## src/rtl/cordic_pkg.sv

```systemverilog
// Shared definitions for the CORDIC pre-rotation stage: the mode encoding,
// the quadrant-fold operation selector, and the binary-angle constants
// (2^(w-1) LSB represents pi).
package cordic_pkg;

  // Operating mode as carried with each sample.
  typedef enum logic {
    MODE_ROT = 1'b0,
    MODE_VEC = 1'b1
  } cordic_mode_e;

  // Fold applied by the pre-stage to bring the vector/angle into
  // the right half-plane where the CORDIC iterations converge.
  typedef enum logic [1:0] {
    OP_PASS = 2'd0,  // no change (or vectoring with X >= 0)
    OP_FLIP = 2'd1,  // vectoring, X < 0: rotate by pi
    OP_CW   = 2'd2,  // rotation, theta > +pi/2: pre-rotate by +pi/2
    OP_CCW  = 2'd3   // rotation, theta < -pi/2: pre-rotate by -pi/2
  } prestage_op_e;

  // Binary angle of pi for a w-bit angle word. Truncated to w bits this
  // is the 100..0 pattern, which is both +pi and -pi.
  function automatic logic [31:0] ANGLE_PI(input int unsigned w);
    return 32'd1 << (w - 1);
  endfunction

  // Binary angle of pi/2 for a w-bit angle word.
  function automatic logic [31:0] ANGLE_HALF_PI(input int unsigned w);
    return 32'd1 << (w - 2);
  endfunction

endpackage

```

## src/rtl/cordic_neg.sv

```systemverilog
// Combinational two's-complement negation of one operand.
// Build option CORDIC_PRESTAGE_SAT_EN: when defined, negating the most
// negative value saturates to the most positive value and raises sat_o;
// when undefined, the result wraps back to the most negative value and
// there is no sat_o port.
module cordic_neg #(
  parameter int W = 15
) (
  input  logic signed [W-1:0] a_i,
`ifdef CORDIC_PRESTAGE_SAT_EN
  output logic                sat_o,
`endif
  output logic signed [W-1:0] neg_o
);

`ifdef CORDIC_PRESTAGE_SAT_EN
  localparam logic signed [W-1:0] MIN_V = {1'b1, {(W-1){1'b0}}};
  localparam logic signed [W-1:0] MAX_V = {1'b0, {(W-1){1'b1}}};

  // Saturating negate: -MIN does not fit, clamp to MAX and flag it.
  always_comb begin
    sat_o = 1'b0;
    neg_o = -a_i;
    if (a_i == MIN_V) begin
      sat_o = 1'b1;
      neg_o = MAX_V;
    end
  end
`else
  // Plain two's-complement negate; -MIN wraps to MIN.
  always_comb begin
    neg_o = -a_i;
  end
`endif

endmodule

```

## src/rtl/cordic_prestage.sv

```systemverilog
// CORDIC pre-rotation stage: folds the input vector/angle into the
// convergence range of the CORDIC iterations, one registered stage.
//   vectoring: X < 0 -> rotate by pi (negate X and Y, angle = pi)
//   rotation : theta beyond +/-pi/2 -> pre-rotate by +/-pi/2
// Build option CORDIC_PRESTAGE_SAT_EN selects saturating negation and
// adds the sticky sat_flag output.
//
// Handshake: a sample transfers on a rising edge when in_valid && in_ready.
// in_ready = !out_valid || out_ready, so the stage streams one sample per
// cycle; while out_valid && !out_ready every output holds stable, and an
// accept-out together with accept-in replaces the output on the same edge.
module cordic_prestage
  import cordic_pkg::*;
#(
  parameter int DATA_WIDTH  = 15,
  parameter int ANGLE_WIDTH = 15
) (
  input  logic                          clk,
  input  logic                          rst,
  input  logic                          in_valid,
  output logic                          in_ready,
  input  logic                          mode,
  input  logic signed [DATA_WIDTH-1:0]  X_in,
  input  logic signed [DATA_WIDTH-1:0]  Y_in,
  input  logic signed [ANGLE_WIDTH-1:0] theta_in,
  output logic                          out_valid,
  input  logic                          out_ready,
  output logic signed [DATA_WIDTH-1:0]  X_out,
  output logic signed [DATA_WIDTH-1:0]  Y_out,
  output logic signed [ANGLE_WIDTH-1:0] theta_out,
`ifdef CORDIC_PRESTAGE_SAT_EN
  output logic                          sat_flag,
`endif
  output logic                          mode_out
);

  localparam logic signed [ANGLE_WIDTH-1:0] PI_A      = ANGLE_WIDTH'(ANGLE_PI(ANGLE_WIDTH));
  localparam logic signed [ANGLE_WIDTH-1:0] HALF_PI_A = ANGLE_WIDTH'(ANGLE_HALF_PI(ANGLE_WIDTH));
  localparam logic signed [ANGLE_WIDTH-1:0] NEG_HALF_PI_A = -HALF_PI_A;

  cordic_mode_e                  mode_e;
  prestage_op_e                  op;
  logic                          take;

  logic signed [DATA_WIDTH-1:0]  neg_x;
  logic signed [DATA_WIDTH-1:0]  neg_y;

  logic signed [DATA_WIDTH-1:0]  x_d, x_q;
  logic signed [DATA_WIDTH-1:0]  y_d, y_q;
  logic signed [ANGLE_WIDTH-1:0] theta_d, theta_q;
  cordic_mode_e                  mode_q;
  logic                          out_valid_q;

  assign mode_e   = cordic_mode_e'(mode);
  assign in_ready = !out_valid_q || out_ready;
  assign take     = in_valid && in_ready;

`ifdef CORDIC_PRESTAGE_SAT_EN
  logic negx_sat;
  logic negy_sat;
  logic sat_hit;
  logic sat_q;

  cordic_neg #(.W(DATA_WIDTH)) u_neg_x (.a_i(X_in), .sat_o(negx_sat), .neg_o(neg_x));
  cordic_neg #(.W(DATA_WIDTH)) u_neg_y (.a_i(Y_in), .sat_o(negy_sat), .neg_o(neg_y));

  // A saturation only counts when the saturated negation is the one selected.
  always_comb begin
    sat_hit = 1'b0;
    case (op)
      OP_FLIP: sat_hit = negx_sat || negy_sat;
      OP_CW:   sat_hit = negy_sat;
      OP_CCW:  sat_hit = negx_sat;
      default: sat_hit = 1'b0;
    endcase
  end

  // Sticky saturation flag, set by an accepted saturating sample, cleared by reset only.
  always_ff @(posedge clk or posedge rst) begin
    if (rst) begin
      sat_q <= 1'b0;
    end else if (take && sat_hit) begin
      sat_q <= 1'b1;
    end
  end

  assign sat_flag = sat_q;
`else
  cordic_neg #(.W(DATA_WIDTH)) u_neg_x (.a_i(X_in), .neg_o(neg_x));
  cordic_neg #(.W(DATA_WIDTH)) u_neg_y (.a_i(Y_in), .neg_o(neg_y));
`endif

  // Pick the fold; the +/-pi/2 boundaries themselves pass through unchanged.
  always_comb begin
    op = OP_PASS;
    if (mode_e == MODE_VEC) begin
      if (X_in[DATA_WIDTH-1]) op = OP_FLIP;
    end else begin
      if (theta_in > HALF_PI_A)          op = OP_CW;
      else if (theta_in < NEG_HALF_PI_A) op = OP_CCW;
    end
  end

  // Apply the fold; angle arithmetic wraps modulo 2^ANGLE_WIDTH.
  always_comb begin
    x_d     = X_in;
    y_d     = Y_in;
    theta_d = theta_in;
    case (op)
      OP_PASS: begin
        // Vectoring accumulates angle from zero.
        if (mode_e == MODE_VEC) theta_d = '0;
      end
      OP_FLIP: begin
        x_d     = neg_x;
        y_d     = neg_y;
        theta_d = PI_A;
      end
      OP_CW: begin
        x_d     = neg_y;
        y_d     = X_in;
        theta_d = theta_in - HALF_PI_A;
      end
      OP_CCW: begin
        x_d     = Y_in;
        y_d     = neg_x;
        theta_d = theta_in + HALF_PI_A;
      end
      default: begin
        x_d     = X_in;
        y_d     = Y_in;
        theta_d = theta_in;
      end
    endcase
  end

  // Output register: load on transfer, drop valid once consumed, clear on reset.
  always_ff @(posedge clk or posedge rst) begin
    if (rst) begin
      out_valid_q <= 1'b0;
      x_q         <= '0;
      y_q         <= '0;
      theta_q     <= '0;
      mode_q      <= MODE_ROT;
    end else if (take) begin
      out_valid_q <= 1'b1;
      x_q         <= x_d;
      y_q         <= y_d;
      theta_q     <= theta_d;
      mode_q      <= mode_e;
    end else if (out_ready) begin
      out_valid_q <= 1'b0;
    end
  end

  assign out_valid = out_valid_q;
  assign X_out     = x_q;
  assign Y_out     = y_q;
  assign theta_out = theta_q;
  assign mode_out  = mode_q;

endmodule

```

## config.mk

```make
export PLATFORM = sky130hd
export DESIGN_NAME = cordic_prestage
export DESIGN_NICKNAME = d
export VERILOG_FILES = /design/src/rtl/cordic_pkg.sv /design/src/rtl/cordic_neg.sv /design/src/rtl/cordic_prestage.sv
export SDC_FILE = /design/constraint.sdc
export NUM_CORES = 1
export LEC_CHECK = 0
export BUFFER_PORTS_ARGS = -buffer_cell sky130_fd_sc_hd__buf_2
export CORE_UTILIZATION = 53
export DETAILED_ROUTE_END_ITERATION = 7
export PLACE_DENSITY = 0.81
export SLEW_MARGIN = 0
export SYNTH_ARGS = -nofsm -noshare
export SYNTH_HDL_FRONTEND = slang
export SYNTH_SLANG_ARGS = --single-unit
```

## constraint.sdc

```tcl
create_clock -name clk -period 1.7 [get_ports clk]
set_input_delay 0.17 -clock clk [delete_from_list [all_inputs] [get_ports clk]]
set_output_delay 0.17 -clock clk [all_outputs]
set_load 0.005 [all_outputs]
```

==> results by group <==
Status
  • Status: finished, violations left
  • Failing checks: setup timing

Route
  • WL final: 15,300 um
  • DR vias: around 4,600
  • Iter 0 DRT Violations: 659
  • Final ANT Viol Nets: 0
  • DRC Markers: 0
  • DRT Pass-1 Iters: 6
  • DR WL/cell: approximately 22 um
  • Routed vias/inst: 6.62

Clocking
  • Max clock buf depth: 2
  • Root Buffer: clkbuf_8
  • Clock Pin Slew Worst Setup and Hold Paths: 110 ps
  • H-tree levels: 2
  • TritonCTS clock tree: done
  • Worst-Skew Late Latency: 310 ps
  • Sink Count: 47
  • CTS Buf Count: 5

Die
  • Num rows: 28
  • Chip Width: 82.0 um
  • CORE AREA: 0.00603 mm2
  • Die area: about 0.0067 mm2
  • Initial Util: 0.562
  • Die H: 82.0 um
  • Io pins: 98

Finish
  • Number of diodes: 0
  • Leading cell type in the layout, fill and taps excluded: buf_2
  • Area Growth Syn to Fin: 55.9%
  • Filler cells: around 330
  • Area of the multi-input gates: 0.00241 mm2
  • Area taken by flip-flops and latches: about 0.0012 mm2
  • Most frequent cells in the layout: 94 x buf_2, 91 x buf_4, 68 x nand2_1
  • Layout cell share with drive strength beyond 1: 0.456
  • Final Instance Count excl. Fillers: 693
  • Nets: 671

Synthesis
  • EDFF count, synth: 0
  • Cell Area, Synth: ~0.0034 mm2
  • Synth cell types: 59
  • Syn nets: 489
  • Syn. warnings: 0
  • #FFs+latches synth: 47
  • Primary FF master, synth: dfrtp_1
  • Sequential element share of the synthesized area: 0.347
  • Ys async rst share: 1.00
  • Synth Instances: 435
  • Post-Syn Area per Cell: between 7 and 8 um2

Timing
  • PnR worst setup slack: -625 ps
  • Final period util: 1.37
  • Slew headroom: 0.579
  • Setup-failing EPs final: 32
  • RSZ-0062 raised after global routing: yes
  • Clk_skew: 9.42 ps
  • Worst slew pin tran: 627 ps
  • Endpoints failing hold: 0
  • Max-slew violation count: 0
  • FMAX: 430 MHz
  • Min Hold Slack: a little over 90 ps
  • Final worst path period need: 2320 ps

Worst setup path
  • Max FO, Critical Path: 5
  • Worst Path Buf+Inv: 2
  • FF-to-FF End: X_out[1]
  • Setup CP Type: input pin to register
  • Instance count on the critical path: 7
  • Crit-path cells: buf_6, or4_4, o41ai_4, nor3_4, buf_6, a222oi_1, a31oi_1
  • CP Launch Type: input pin
  • CP max-delay cell: or4_4
  • Top delay family on crit path: compound AO/OA/AOI/OAI gates
  • Critical path arrival: 2450 ps
  • Critical Path End Type: register
  • Most frequent CP cell: buf_6
  • Req. time, crit path: 1820 ps
  • Reg2Reg Setup Slack: -140 ps
  • Crit-path max cell delay: approximately 570 ps
  • Worst-case reg-to-reg path depth: 5
  • R2R Path Start: out_valid

Placement
  • Routability congestion estimate: approximately 0.96
  • Dpl cells: between 600 and 700
  • DPL Wire Length: 9320 um
  • Port-buffer cells: 97

Global route
  • First-pass GRT wire length: 19,800 um
  • Overall Global Routing Usage: 0.395
  • Vias in the first global route: 4,062
  • Largest net degree at the start of global routing: 34
  • Gr ovfl total: 0
  • Initial antenna violation count: 0

Pwr
  • Pleak: 2.45 nW
  • VDD IR max: between 500 and 600 uV
  • PwrDens: roughly 660 mW/mm2
  • Final Total Pwr: 0.00349 W

Hold path
  • WHS Path Cells: 3
  • Min-Delay Endpoint: theta_out[5]
  • HP Class: input pin to register
  • HP Start: theta_in[5]

Flow run
  • Number of max-cap violations: 0
cell families (layout without fill, tap and decap cells):
logic type / Yosys count / after routing / synth area share
AOI/OAI and AO/OA: 105 / 105 / 0.221
xor gates and xnor gates: 21 / 21 / 0.0543
adders and majority gates: 4 / 4 / 0.0148
buffers and inverters: 45 / 228 / 0.0550
DFF: 47 / 47 / 0.347
muxes: 2 / 2 / 0.00591
and+or+nand+nor: 211 / 211 / 0.302
power breakdown:
group / switching (W) / internal (W) / total (W)
clock: 0.000432 / 0.000333 / 0.000765
sequential: 0.000109 / 0.00128 / 0.00139
combinational: 0.000735 / 0.000595 / 0.00133
metal layers:
metal  vias up  GRT usage  part of all wire
li1       1930          -                 -
met1      2138      0.470              0.35
met2       398      0.653              0.46
met3       123     0.0933              0.12
met4         0      0.219             0.075
met5         -          0                 0
per-stage QoR:
| stage | TNS (ps) | utilization | setup slack [ps] | area, um2 |
|---|---|---|---|---|
| 5_1_grt | -11190 | 0.877 | -598 | 5280 |
| 2_1_floorplan | -10330 | - | -497 | 3420 |
| 4_1_cts | -6620 | 0.828 | -273 | 4990 |
| 3_3_place_gp | -15910 | 0.768 | -715 | 4630 |
| 6_report | -9530 | 0.877 | -625 | 5280 |
| 3_5_place_dp | -17230 | 0.768 | -743 | 4630 |
how the worst max path moves through the flow:
| stage | from | endpoint | slack (ps) |
|---|---|---|---|
| floorplan | theta_in[7] | Y_out[10] | -500 |
| global placement | theta_in[7] | X_out[12] | -710 |
| detailed placement | theta_in[7] | X_out[12] | -740 |
| CTS | theta_in[1] | X_out[6] | -270 |
| global route | theta_in[1] | X_out[1] | -600 |
| finish | theta_in[1] | X_out[1] | -620 |
sequential cells by signal, indices dropped and copies added (netlist names):
signal,count
X_out,15
mode_out,1
theta_out,15
Y_out,15
out_valid,1
synth_stat cells, types with 5 or more instances:
master,number,area share
clkbuf_1,28,0.031
o31ai_1,8,0.018
nand2_1,71,0.079
nor3_1,32,0.047
nor2_1,41,0.045
xnor2_1,9,0.023
nand3b_1,13,0.029
dfrtp_1,47,0.35
nand3_1,10,0.015
o21ai_0,21,0.031
a222oi_1,5,0.015
a21oi_1,22,0.032
xor2_1,12,0.031
nand2b_1,8,0.015
a211oi_1,5,0.011
nor4_1,9,0.017
a31oi_1,9,0.017
inv_1,10,0.011
area by class of cell:
cell class | instances | area share
Sequential cell | 47 | 0.223
Multi-Input combinational cell | 343 | 0.456
Clock buffer | 6 | 0.0156
Inverter | 11 | 0.00781
Clock inverter | 2 | 0.00308
Timing Repair Buffer | 209 | 0.277
Tap cell | 75 | 0.0178
repair_timing:
| action | 4_1_cts | 5_1_grt |
|---|---|---|
| setup endpoints to repair | 31 | 32 |
| hold endpoints to repair | 14 | 0 |
| setup buffers | 7 | 5 |
| hold buffers | 1 | 0 |
| resized for setup | 45 | 60 |
| gates cloned | 1 | 0 |
| pin swaps | 27 | 34 |
worst min-delay path: stages:
cell      delay [ps]
buf_6             80
nand3b_1          70
nand2_1           60
No activity file was read; power rests on OpenSTA's default activity.
